## src/rtl/hazard_pkg.sv

```systemverilog
// Shared encodings, FSM state constants and stage record type for the hazard/forwarding controller.
// Pure declarations; no timing or flow-control behaviour.
package hazard_pkg;

  localparam logic [1:0] FWD_RF    = 2'b00;
  localparam logic [1:0] FWD_EXMEM = 2'b01;
  localparam logic [1:0] FWD_MEMWB = 2'b10;

  typedef logic [1:0] fsm_state_t;
  localparam fsm_state_t ST_RUN      = 2'd0;
  localparam fsm_state_t ST_LU_STALL = 2'd1;
  localparam fsm_state_t ST_BR_FLUSH = 2'd2;

  typedef struct packed {
    logic       valid;
    logic       reg_write;
    logic       mem_read;
    logic [4:0] rd;
    logic [4:0] rs1;
    logic [4:0] rs2;
  } stage_rec_t;

  localparam stage_rec_t BUBBLE = '0;

  // x0 is hardwired to zero, so a write to it never produces a forwardable value.
  function automatic logic wr_hit(input logic wr, input logic [4:0] rd, input logic [4:0] src);
    return wr && (rd != 5'd0) && (rd == src);
  endfunction

endpackage

```

## src/rtl/fwd_cmp.sv

```systemverilog
// Priority forward-select for one EX operand: youngest producer (MEM) wins over WB.
// Purely combinational, zero latency; no backpressure.
module fwd_cmp
  import hazard_pkg::*;
(
  input  logic       mem_wr,
  input  logic [4:0] mem_rd,
  input  logic       wb_wr,
  input  logic [4:0] wb_rd,
  input  logic [4:0] src,
  output logic [1:0] sel
);

  always_comb begin
    sel = FWD_RF;
    if (wr_hit(mem_wr, mem_rd, src)) begin
      sel = FWD_EXMEM;
    end else if (wr_hit(wb_wr, wb_rd, src)) begin
      sel = FWD_MEMWB;
    end
  end

endmodule

```

## src/rtl/hazard_fwd_ctrl.sv

```systemverilog
// Pipeline hazard unit: operand forwarding, load-use stall and taken-branch flush.
// Controls are combinational from shadow records; mem_busy freezes records, FSM and enables.
module hazard_fwd_ctrl
  import hazard_pkg::*;
(
  input  logic       clk_i,
  input  logic       rst_i,
  input  logic       id_valid,
  input  logic       id_reg_write,
  input  logic       id_mem_read,
  input  logic [4:0] id_rs1,
  input  logic [4:0] id_rs2,
  input  logic [4:0] id_rd,
  input  logic       ex_branch_taken,
  input  logic       mem_busy,
  output logic [1:0] fwd_a,
  output logic [1:0] fwd_b,
  output logic       pc_sel,
  output logic       pc_write,
  output logic       ifid_write,
  output logic       ifid_flush,
  output logic       idex_flush
);

  stage_rec_t ex_r, mem_r, wb_r;
  stage_rec_t id_rec;
  fsm_state_t state_r, state_nxt;
  logic       br_pend_r;
  logic       br_eff, load_use, stall;
  logic       mem_wr, wb_wr;

  assign id_rec = '{valid: id_valid, reg_write: id_reg_write, mem_read: id_mem_read,
                    rd: id_rd, rs1: id_rs1, rs2: id_rs2};

  assign mem_wr = mem_r.valid & mem_r.reg_write;
  assign wb_wr  = wb_r.valid & wb_r.reg_write;

  fwd_cmp u_fwd_a (
    .mem_wr (mem_wr),
    .mem_rd (mem_r.rd),
    .wb_wr  (wb_wr),
    .wb_rd  (wb_r.rd),
    .src    (ex_r.rs1),
    .sel    (fwd_a)
  );

  fwd_cmp u_fwd_b (
    .mem_wr (mem_wr),
    .mem_rd (mem_r.rd),
    .wb_wr  (wb_wr),
    .wb_rd  (wb_r.rd),
    .src    (ex_r.rs2),
    .sel    (fwd_b)
  );

  // A branch seen while frozen is remembered and acted on once the freeze lifts.
  assign br_eff   = ex_branch_taken | br_pend_r;
  assign load_use = id_valid && ex_r.valid && ex_r.mem_read && (ex_r.rd != 5'd0) &&
                    ((ex_r.rd == id_rs1) || (ex_r.rd == id_rs2));
  assign stall    = load_use && (state_r != ST_LU_STALL);

  always_comb begin
    pc_sel     = 1'b0;
    pc_write   = 1'b1;
    ifid_write = 1'b1;
    ifid_flush = 1'b0;
    idex_flush = 1'b0;
    state_nxt  = ST_RUN;
    if (mem_busy) begin
      pc_write   = 1'b0;
      ifid_write = 1'b0;
      state_nxt  = state_r;
    end else if (br_eff) begin
      pc_sel     = 1'b1;
      ifid_flush = 1'b1;
      idex_flush = 1'b1;
      state_nxt  = ST_BR_FLUSH;
    end else if (stall) begin
      pc_write   = 1'b0;
      ifid_write = 1'b0;
      idex_flush = 1'b1;
      state_nxt  = ST_LU_STALL;
    end
  end

  always_ff @(posedge clk_i or negedge rst_i) begin
    if (!rst_i) begin
      ex_r      <= BUBBLE;
      mem_r     <= BUBBLE;
      wb_r      <= BUBBLE;
      state_r   <= ST_RUN;
      br_pend_r <= 1'b0;
    end else if (mem_busy) begin
      br_pend_r <= br_pend_r | ex_branch_taken;
    end else begin
      ex_r      <= idex_flush ? BUBBLE : id_rec;
      mem_r     <= ex_r;
      wb_r      <= mem_r;
      state_r   <= state_nxt;
      br_pend_r <= 1'b0;
    end
  end

  // WB source indices and load flag are retained in the record but not consumed here.
  logic unused_wb_fields;
  assign unused_wb_fields = ^{wb_r.mem_read, wb_r.rs1, wb_r.rs2};

endmodule
```

## config.mk

```make
export PLATFORM = sky130hd
export DESIGN_NAME = hazard_fwd_ctrl
export DESIGN_NICKNAME = d
export VERILOG_FILES = /design/src/rtl/hazard_pkg.sv /design/src/rtl/fwd_cmp.sv /design/src/rtl/hazard_fwd_ctrl.sv
export SDC_FILE = /design/constraint.sdc
export NUM_CORES = 1
export LEC_CHECK = 0
export CAP_MARGIN = 10
export CORE_ASPECT_RATIO = 0.75
export CORE_MARGIN = 5
export CORE_UTILIZATION = 35
export DETAILED_ROUTE_END_ITERATION = 8
export DONT_BUFFER_PORTS = 1
export PLACE_DENSITY_LB_ADDON = 0.1
export SYNTH_ARGS = -nofsm -noshare
export SYNTH_HDL_FRONTEND = slang
export SYNTH_SLANG_ARGS = --single-unit
```

## constraint.sdc

```tcl
create_clock -name clk_i -period 1.7 [get_ports clk_i]
set_input_delay 0.255 -clock clk_i [delete_from_list [all_inputs] [get_ports clk_i]]
set_output_delay 0.255 -clock clk_i [all_outputs]
set_load 0.01 [all_outputs]
```

==> results_dict.tcl <==
set metrics [dict create \
    synth_cells 180 \
    antenna_found_initial 0 \
    placementRows 23 \
    grt.overflow.total 0 \
    synthTopCellsByArea "dfrtp_1 46%, a32oi_1 8.3%, mux2_2 8.3%" \
    intPower_w 0.00161 \
    dpl_cell_area_um2 2170 \
    max_freq_ghz 0.487 \
    post_synth_num_cell_types 28 \
    cp-end-kind "output port" \
    fin_nets 229 \
    dieHeight_um 73.6 \
    grt_pass1_wl_mm 8.18 \
    peakVddDrop_mv 0.492 \
    vias_per_cell 5.29 \
    combPwrFrac 0.271 \
    grt_pass1_vias 1497 \
    timing.critical_path.from "mem_r[11]" \
    drtAntennaViolNets 0 \
    finalInstanceArea_um2 2410 \
    reg2reg_to "ex_r[12]" \
    fin_crit_sh 1.21 \
    synth-seq-cells 35 \
    required_ns 1.44 \
    grt_max_degree 40 \
    switching_power_w 0.000707 \
    endpoint "fwd_a[1]" \
    cts_tree "yes" \
    fin_ws_ns -0.355 \
    post_drt_wl_per_cell_um 18.4 \
    worst-path-max-fanout 2 \
    final-hold-violation-count 0 \
    seq_area_frac_synth 0.464 \
    clock_latency_ns 0.28 \
    cts_buffers 5 \
    htreeDepth 2 \
    final_util 0.455 \
    r2r-start "ex_r[12]" \
    finalSetupViolations 23 \
    yosys_warnings 0 \
    syn_nets 202 \
    wirelength_mm 5.18 \
    routabilityCongestion 0.802 \
    core_um2 5300 \
    leakage_nw 1.03 \
    clkSlewWorstSetupHoldPaths_ns 0.07 \
    syn_avg_cell_area_um2 10.5 \
    fin_crit_ns 2.06 \
    areaGrowthSynthToFinish_pct 27.7 \
    layout_common_cells "34 x dfrtp_1, 26 x buf_4, 20 x nand2_1" \
    violations "setup timing" \
    clock_skew_ns 0.00610 \
    root_buffer "clkbuf_8" \
    synth_area_leader_cell "dfrtp_1" \
    grt_usage 0.155 \
    whs_ns 0.0635 \
    cts.sinks 35 \
    first_pass_iters 4 \
    r2r_slack_ns -0.06 \
    drv_slew 0 \
    netlist_area_um2 1890 \
    worst_slew_pin_slew_ns 0.441 \
    diodes 0 \
    drv_cap 0 \
    critPathKind "register to output port" \
    drc_errors 0 \
    die_area_um2 6980 \
    p_per_area_nw_per_um2 960 \
    start_util 0.357 \
    worstRegToRegCells 6 \
    die_w_um 94.8 \
    power_frac_seq 0.466 \
    max_slew_margin 0.705 \
    rsz0062_at_grt "yes" \
    yosys.area.top_type_share 0.464 \
    vias 1493 \
    status "finished with violations" \
    switching_share 0.305 \
    io_pins 31 \
    arrival_ns 1.80 \
    start_kind "register" \
    post-place-ws_ns -0.102 \
    pwr-share-clk 0.263 \
    layout-drive-gt1-share 0.338 \
    layout_commonest_cell "dfrtp_1" \
    dp_hpwl_mm 3.62 \
    cts.path.max_buffers 2 \
    drt_iter0_drc 90 \
    io_buffers 0 \
    fillers 512 \
    hp-class "input pin to register" \
]
synthesized netlist by cell type:
cell type,n
dfrtp_1,35
a31oi_1,1
a21oi_1,1
a21o_1,1
o21ai_0,18
nand2b_1,1
mux2_2,14
nor2b_1,1
a32oi_1,18
and3_1,1
clkbuf_1,9
buf_1,1
nand2_1,20
buf_6,1
nor4_1,4
nor2_1,3
inv_1,1
xor2_1,14
buf_4,3
xnor2_1,16
o22ai_1,1
nor3_1,3
a32o_1,1
nand3_1,4
o2111ai_1,2
o211ai_2,2
inv_2,1
or4_1,3
worst min path at each step:
stage / endpoint / cells after the start / startpoint
2_1_floorplan: br_pend_r / 0 / rst_i
3_3_place_gp: ex_r[16] / 0 / rst_i
3_5_place_dp: ex_r[16] / 0 / rst_i
4_1_cts: state_r[1] / 1 / mem_busy
5_1_grt: state_r[1] / 1 / mem_busy
6_report: state_r[1] / 1 / mem_busy
flip-flops by register name, indices dropped and copies added (netlist names):
| signal | cells |
|---|---|
| wb_r | 7 |
| mem_r | 7 |
| state_r | 2 |
| br_pend_r | 1 |
| ex_r | 18 |
layer usage:
metal / track usage / vias to the layer above / share of wire
met5: 0 / - / 0
met4: 0.0384 / 0 / 0.0079
met3: 0.0502 / 4 / 0.066
met2: 0.244 / 39 / 0.47
met1: 0.206 / 737 / 0.46
li1: - / 713 / -
critical path, cell delays in order, from the launching register on:
cell	delay [ns]
dfrtp_1	0.37
or4_4	0.54
o211ai_4	0.20
nor4_2	0.09
nor4_2	0.15
buf_4	0.16
power by group through the flow:
| stage | sequential (W) | combinational, W | clock, W |
|---|---|---|---|
| floorplan | 0.00108 | 0.000363 | 0 |
| global placement | 0.00108 | 0.000545 | 0 |
| detailed placement | 0.00109 | 0.000553 | 0 |
| CTS | 0.00108 | 0.000606 | 0.000626 |
| global route | 0.00109 | 0.000686 | 0.000654 |
| finish | 0.00108 | 0.000627 | 0.000609 |
timing repair:
| item | in CTS | in global routing |
|---|---|---|
| hold endpoints to repair | 35 | 0 |
| gates resized for setup | 16 | 16 |
| gates cloned | 0 | 1 |
| setup buffers | 3 | 4 |
| hold buffers | 2 | 0 |
| setup endpoints to repair | 23 | 26 |
| pin swaps | 2 | 17 |
kinds of logic (layout without fill, tap and decap cells):
family	Yosys count	after routing	synth area share
xor+xnor	30	30	0.139
simple gates	40	40	0.0994
compound gates	45	45	0.172
mux	14	14	0.0835
flops	35	35	0.464
buf+inv	16	43	0.0417
through the flow:
stage	setup TNS (ns)	instances	power (W)
after floorplan	-0.347	180	0.00144
after global placement	-0.299	269	0.00163
after detailed placement	-1.25	269	0.00164
after CTS	-2.13	281	0.00231
after global routing	-4.14	282	0.00243
final	-2.70	282	0.00231
cell type report:
| type | instances | area [µm²] | area share |
|---|---|---|---|
| tap | 75 | 93.8 | 0.0389 |
| inverter | 2 | 10.0 | 0.00415 |
| timing repair buffer | 34 | 310 | 0.129 |
| clock inverter | 1 | 5.00 | 0.00208 |
| multi-input combinational | 129 | 1030 | 0.428 |
| clock buffer | 6 | 82.6 | 0.0343 |
| sequential | 35 | 877 | 0.364 |
No activity file was read; power rests on OpenSTA's default activity.
